===== config.mk =====
export PLATFORM = sky130hd
export DESIGN_NAME = fetch_unit
export DESIGN_NICKNAME = d
export VERILOG_FILES = /design/src/rtl/fetch_pkg.sv /design/src/rtl/fetch_unit.sv
export SDC_FILE = /design/constraint.sdc
export NUM_CORES = 1
export LEC_CHECK = 0
export ABC_AREA = 0
export BUFFER_PORTS_ARGS = -buffer_cell sky130_fd_sc_hd__buf_2
export CAP_MARGIN = 5
export CELL_PAD_IN_SITES_DETAIL_PLACEMENT = 2
export CELL_PAD_IN_SITES_GLOBAL_PLACEMENT = 2
export CORE_MARGIN = 2
export CORE_UTILIZATION = 32
export DETAILED_ROUTE_END_ITERATION = 6
export HOLD_SLACK_MARGIN = 0.15
export PLACE_DENSITY_LB_ADDON = 0.1
export SYNTH_ARGS = -nofsm -noshare
export SYNTH_HDL_FRONTEND = slang
export SYNTH_SLANG_ARGS = --single-unit

===== constraint.sdc =====
create_clock -name clk -period 2.4 [get_ports clk]
set_input_delay 0.24 -clock clk [delete_from_list [all_inputs] [get_ports clk]]
set_output_delay 0.24 -clock clk [all_outputs]
set_load 0.01 [all_outputs]

===== src/rtl/fetch_pkg.sv =====
// Shared pipeline bundle types for the fetch/decode boundary.
package fetch_pkg;

    typedef struct packed {
        logic [31:0] pc;
        logic [31:0] fetched_inst;
    } if_id_t;

endpackage


===== src/rtl/fetch_unit.sv =====
// Instruction-fetch stage feeding the IF_ID register, one outstanding request.
// Optional FETCH_PERF_CNT_EN adds perf_fetched / perf_bubbles counters.
module fetch_unit
    import fetch_pkg::*;
#(
    parameter logic [31:0] RESET_PC = 32'h0000_0000,
    parameter logic [31:0] NOP_INST = 32'h0000_0013
) (
    input  logic        clk,
    input  logic        reset_n,
    input  logic        stall,
    input  logic        redirect_en,
    input  logic [31:0] redirect_pc,
    output logic        imem_req,
    output logic [31:0] imem_addr,
    input  logic        imem_ready,
    input  logic        imem_rvalid,
    input  logic [31:0] imem_rdata,
    output if_id_t      if_id_reg,
    output logic        if_id_valid
`ifdef FETCH_PERF_CNT_EN
   ,output logic [31:0] perf_fetched,
    output logic [31:0] perf_bubbles
`endif
);

    typedef enum logic [1:0] {
        S_REQ,
        S_WAIT,
        S_HOLD,
        S_DROP
    } state_t;

    state_t      state_q;
    state_t      redir_nxt;
    logic [31:0] pc_q;
    logic [31:0] hold_q;
    logic [31:0] redir_tgt;
    logic [31:0] load_word;
    logic        grant;
    logic        load_en;
    logic        unused_rpc_lo;

    assign grant         = imem_req & imem_ready;
    assign redir_tgt     = {redirect_pc[31:2], 2'b00};
    assign unused_rpc_lo = ^redirect_pc[1:0];
    assign imem_addr     = pc_q;

    assign load_en = !redirect_en && !stall &&
                     ((state_q == S_WAIT && imem_rvalid) ||
                      state_q == S_HOLD);
    assign load_word = (state_q == S_HOLD) ? hold_q : imem_rdata;

    // A grant or response already in flight must be swallowed via S_DROP.
    always_comb begin
        redir_nxt = S_REQ;
        unique case (state_q)
            S_REQ:  redir_nxt = grant ? S_DROP : S_REQ;
            S_WAIT: redir_nxt = imem_rvalid ? S_REQ : S_DROP;
            S_HOLD: redir_nxt = S_REQ;
            S_DROP: redir_nxt = imem_rvalid ? S_REQ : S_DROP;
        endcase
    end

    always_ff @(posedge clk or negedge reset_n) begin
        if (!reset_n) begin
            state_q                <= S_REQ;
            pc_q                   <= RESET_PC;
            hold_q                 <= '0;
            imem_req               <= 1'b0;
            if_id_reg.pc           <= '0;
            if_id_reg.fetched_inst <= NOP_INST;
            if_id_valid            <= 1'b0;
        end else if (redirect_en) begin
            pc_q                   <= redir_tgt;
            state_q                <= redir_nxt;
            imem_req               <= (redir_nxt == S_REQ);
            if_id_reg.fetched_inst <= NOP_INST;
            if_id_valid            <= 1'b0;
        end else begin
            if (load_en) begin
                if_id_reg.pc           <= pc_q;
                if_id_reg.fetched_inst <= load_word;
                if_id_valid            <= 1'b1;
                pc_q                   <= pc_q + 32'd4;
            end else if (!stall) begin
                if_id_reg.fetched_inst <= NOP_INST;
                if_id_valid            <= 1'b0;
            end

            unique case (state_q)
                S_REQ: begin
                    if (grant) begin
                        state_q  <= S_WAIT;
                        imem_req <= 1'b0;
                    end else begin
                        imem_req <= 1'b1;
                    end
                end
                S_WAIT: begin
                    if (imem_rvalid) begin
                        if (stall) begin
                            hold_q  <= imem_rdata;
                            state_q <= S_HOLD;
                        end else begin
                            state_q  <= S_REQ;
                            imem_req <= 1'b1;
                        end
                    end
                end
                S_HOLD: begin
                    if (!stall) begin
                        state_q  <= S_REQ;
                        imem_req <= 1'b1;
                    end
                end
                S_DROP: begin
                    if (imem_rvalid) begin
                        state_q  <= S_REQ;
                        imem_req <= 1'b1;
                    end
                end
            endcase
        end
    end

`ifdef FETCH_PERF_CNT_EN
    always_ff @(posedge clk or negedge reset_n) begin
        if (!reset_n) begin
            perf_fetched <= '0;
            perf_bubbles <= '0;
        end else if (load_en) begin
            perf_fetched <= perf_fetched + 32'd1;
        end else if (!stall) begin
            perf_bubbles <= perf_bubbles + 32'd1;
        end
    end
`endif

    // Responses are only legal while a request is outstanding.
    a_rvalid_proto: assert property (
        @(posedge clk) disable iff (!reset_n)
        imem_rvalid |-> (state_q == S_WAIT || state_q == S_DROP)
    );

endmodule

## Word-level counts from Yosys, hierarchy flattened

Cells that the tools add are included.
W data, S select, Z words.

- Muxes and demuxes: 25
- Eq/ne operators: 8
- Add/subtract/negate cells: 1
- Reduce and logical (&&, ||, !) cells: 14
- Bitwise logic cells: 2

Operators by type and width:

| kind | count |
|---|---|
| $mux W32 | 6 |
| $add A32 B3 Y32 const B | 1 |
| $mux W2 | 8 |
| $ne A3 B3 Y1 const B | 4 |
| $mux W1 | 8 |
| $pmux W2 S4 | 1 |
| $reduce_and A4 Y1 | 2 |
| $pmux W2 S3 | 1 |
| $eq A2 B2 Y1 const B | 2 |
| $logic_not A2 Y1 | 2 |
| $pmux W1 S4 | 1 |
| $reduce_and A2 Y1 | 2 |
| $logic_and A1 B1 Y1 | 3 |
| $ne A3 B1 Y1 const B | 1 |
| $eq A2 B1 Y1 const B | 1 |
| $logic_not A1 Y1 | 2 |
| $reduce_bool A2 Y1 | 1 |
| $reduce_or A2 Y1 | 1 |
| $and A1 B1 Y1 | 1 |
| $logic_or A1 B1 Y1 | 1 |
| $not A1 Y1 | 1 |

- Output and inout port bits: 98
- Bits in registers: 132
- Logic and storage cells: 57

## Logic depth before layout (Yosys ltp)

- Depth after elaboration: 6
- Gate-level depth with buffers: 9
- Mapped depth without buffers: 7

## Worst setup path before layout

OpenSTA, ideal clock, no wires.

- Path kind: register -> register
- Start: reg state_q[0]
- End: reg pc_q[23], in the netlist imem_addr[23]
- Setup time: 0.125 ns
- Buffers on the path: 1
- Slack: 0.386 ns
- Cell stages (with the launch flop): 9
- Arrival time: 1.889 ns
- Cells stage by stage: dfrtp_1 > inv_1 > ha_1 > buf_2 > a21oi_4 > nor4_4 > nand4_1 > xnor2_1 > mux2_2

- Longest elaborated chain between the ends: 5
- Elaborated cells on any way between the ends: 6

Ends and longest elaborated chain:

| element | line | RTL |
|---|---|---|
| from (decl) | fetch_unit.sv:34 | `state_t state_q;` |
| from (signal assigned) | fetch_unit.sv:76 | `state_q <= redir_nxt;` |
| $eq A2 B1 Y1 | fetch_unit.sv:50 | `((state_q == S_WAIT && imem_rvalid) \|\|` |
| $logic_and A1 B1 Y1 | fetch_unit.sv:50 |  |
| $logic_or A1 B1 Y1 (*) | fetch_unit.sv:50 |  |
| $logic_and A1 B1 Y1 (*) | fetch_unit.sv:49 | `assign load_en = !redirect_en && !stall &&` |
| $reduce_bool A2 Y1 (no source line) (*) | -- |  |
| to (signal assigned) | fetch_unit.sv:75 | `pc_q <= redir_tgt;` |
| to (signal assigned) | fetch_unit.sv:85 | `pc_q <= pc_q + 32'd4;` |
| to (decl) | fetch_unit.sv:36 | `logic [31:0] pc_q;` |

Mark *: on every way between the ends. The rest lies on a longest branch, timed or not.
A chain may end at the register's enable or synchronous reset.

## Worst setup path after layout

- Start: reg state_q[1]
- End: reg pc_q[20], in the netlist imem_addr[20]

The elaborated chain is that of the path after synthesis.

==> metrics.yaml <==
clock_network:
  numCtsBuffers: 17
  cts_sinks: 128
  clock_latency_ns: 0.41
  post_cts_buffers: 0
  clockBufferDepth: 2
  clkSlewWorstSetupHoldPaths_ns: 0.06
  h-tree-depth: 4
  clock-root-buffer: "clkbuf_16"
  cts_tree: "done"
global_route:
  grt_first_pass_wirelength_um: 31440
  grt_antenna_before_repair: 0
  grt.total_usage_pct: 20.59
  grt_pass1_vias: 5889
  grt_max_degree: 67
  gr-total-overflow: 0
routing:
  drtIter0Drc: 99
  ant_nets: 0
  via_per_inst: 4.871
  drtPass1Iterations: 4
  wirelength_um: 19100
  vias: 5012
  drc_errors: 0
  wl_per_cell_um: 18.56
yosys:
  async_reset_ff_share_pct: 100.0
  synthDistinctLibCells: 36
  synth-edff-count: 0
  synth_area_um2: 5816
  yosys-top-cells-area: "dfrtp_1 54%, nand2_1 10%, mux2_2 6.8%"
  synth.top_cell.area_share_pct: 53.79
  yosys_warnings: 0
  synth.yosys.seq_area_share_pct: 55.14
  synth_flop_cell: "dfrtp_1"
  ys_ff_latch: 128
  syn_area_per_cell_um2: 10.33
  synthCells: 563
  synth_top_area_cell: "dfrtp_1"
place:
  portBuffers: 161
  place.gp.congestion: 0.7873
  place_area_um2: 6899
  dp_hpwl_um: 12840
timing:
  post-route-period-util_pct: 92.96
  rsz0062_at_grt: "true"
  setup_viol: 0
  slew_headroom_pct: 54.79
  worst_slew_pin_slew_ns: 0.6781
  fmax_mhz: 448.2
  drv_slew: 0
  fin_skew_ns: 0.007536
  final_hold_viol_count: 0
  period_needed_ns: 2.231
flow_run:
  cap_violations: 0
worst_setup_path:
  arrival_ns: 2.56
  cp_max_fo: 9
  slowest_stage: "nor2_1"
  critPathKind: "reg2reg"
  max_stage_delay_ns: 0.54
  cp_top_family: "simple AND/OR/NAND/NOR gates"
  crit_chain: "inv_1, ha_1, a21oi_4, nor2_1, nand4_1, xor2_1, o21ai_0"
  worstSetupEndpointType: "flip-flop"
  crit_path_start_kind: "flip-flop"
  cp.required_ns: 2.73
  timing.critical_path.buf_inv: 1
layout:
  final_nets: 864
  finish.instance_area_um2: 8084
  layout-drive-gt1-share_pct: 31.62
  syn2layout_area_growth_pct: 39.01
  largest_register_ffs: 62
  diodes: 0
  finish.utilization_pct: 45.16
floorplanning:
  die_h_um: 138.8
  initial_core_util_pct: 32.49
  pin_count: 168
  rows: 49
  die_area_um2: 19270
  core_um2: 17900
  dieWidth_um: 138.8
run_status:
  status: "finished, final reports clean"
power:
  power.leakage_nw: 3.898
  peakVddDrop_mv: 0.5562
  powerDensity_nw_per_um2: 983.9
min_path:
  hp-class: "in2reg"
-- worst min-delay path, delay by kind of cell --
family / cells / cell delay (ns)
mux: 1 / 0.13
buf+inv: 1 / 0.09
compound gates: 1 / 0.12
-- routing by layer --
metal	track usage (%)	up-vias	share of wire (%)
met5	0	-	0
met4	5.369	0	1.1
met3	4.213	15	3.6
met2	37.02	100	52
met1	25.25	2544	43
li1	-	2353	-
-- cells in the mapped netlist (2+ instances only) --
cell / n
dfstp_2: 3
a21oi_1: 7
buf_4: 4
nor4_4: 2
and3_1: 6
inv_1: 3
nand4_1: 16
nor3_1: 5
mux2i_1: 34
nand2_1: 156
a31oi_1: 2
buf_2: 8
mux2_2: 35
nor2_1: 10
nand3_1: 15
ha_1: 6
nor4_1: 5
o21ai_0: 47
clkbuf_1: 22
xor2_1: 20
o21ai_1: 10
xnor2_1: 9
dfrtp_1: 125
-- where the power goes --
part	switching (mW)	internal [mW]	leakage, nW
combinational	1.23	1.03	2.01
sequential	0.422	2.82	1.62
clock	1.01	1.45	0.264
total	2.66	5.29	3.90
-- per-stage QoR --
step           power [mW]  instances  hold slack [ns]  setup TNS (ns)  worst slack (ns)
2_1_floorplan       4.528        566         -0.05559               0            0.3860
3_3_place_gp        5.288        935           0.2954               0            0.3122
3_5_place_dp        5.480        935           0.2987               0            0.2048
4_1_cts             8.064       1029           0.2035               0            0.1501
5_1_grt             8.460       1029           0.2699      -0.0007312        -0.0007312
6_report            7.954       1029           0.2160               0            0.1690
-- worst paths after layout --
check	from	endpoint	slack [ns]	cells after the start
min	imem_ready	state_q[1]	0.22	3
max in group asynchronous	reset_n	imem_addr[5]	1.25	3
min in group asynchronous	reset_n	if_id_reg[35]	0.42	2
min reg2reg	if_id_reg[40]	if_id_reg[40]	0.47	2
max reg2reg	state_q[1]	imem_addr[20]	0.17	7
max	state_q[1]	imem_addr[20]	0.17	7
-- logic make-up (layout without fill, tap and decap cells) --
kind of cell | count (synthesis) | in the layout | share of synthesized area (%)
fa+ha+maj | 6 | 6 | 1.291
compound gates | 70 | 70 | 6.412
buf+inv | 37 | 271 | 2.818
simple gates | 222 | 222 | 17.08
xor+xnor | 29 | 29 | 4.368
mux | 70 | 70 | 12.82
flops | 128 | 128 | 55.14
other cells | 1 | 4 | 0.06448
-- cell usage in the layout, fill, tap and decap left out, types with 5 or more instances in the layout --
master	count
xor2_1	20
nand4_1	16
mux2_2	35
xnor2_1	9
ha_1	5
clkbuf_16	17
o21ai_1	10
buf_2	160
buf_4	12
o21ai_0	47
nor2_1	10
nand2_1	156
nor4_1	5
a21oi_1	7
dfrtp_1	125
nand3_1	14
mux2i_1	34
and3_1	6
dlygate4sd3_1	63
-- final cells by class --
type	count	area [µm²]
Multi-Input combinational cell	401	2472
Fill cell	1937	9818
Tap cell	229	286.5
Inverter	3	11.26
Sequential cell	128	3207
Clock inverter	13	115.1
Timing Repair Buffer	237	1553
Clock buffer	18	439.2
-- what timing repair did --
action / 4_1_cts / 5_1_grt
gates resized for setup: 0 / 0
endpoints found under the setup margin: 0 / 1
hold buffers: 63 / 0
endpoints found under the hold margin: 141 / 0
Power figures use the tool's default switching activity.
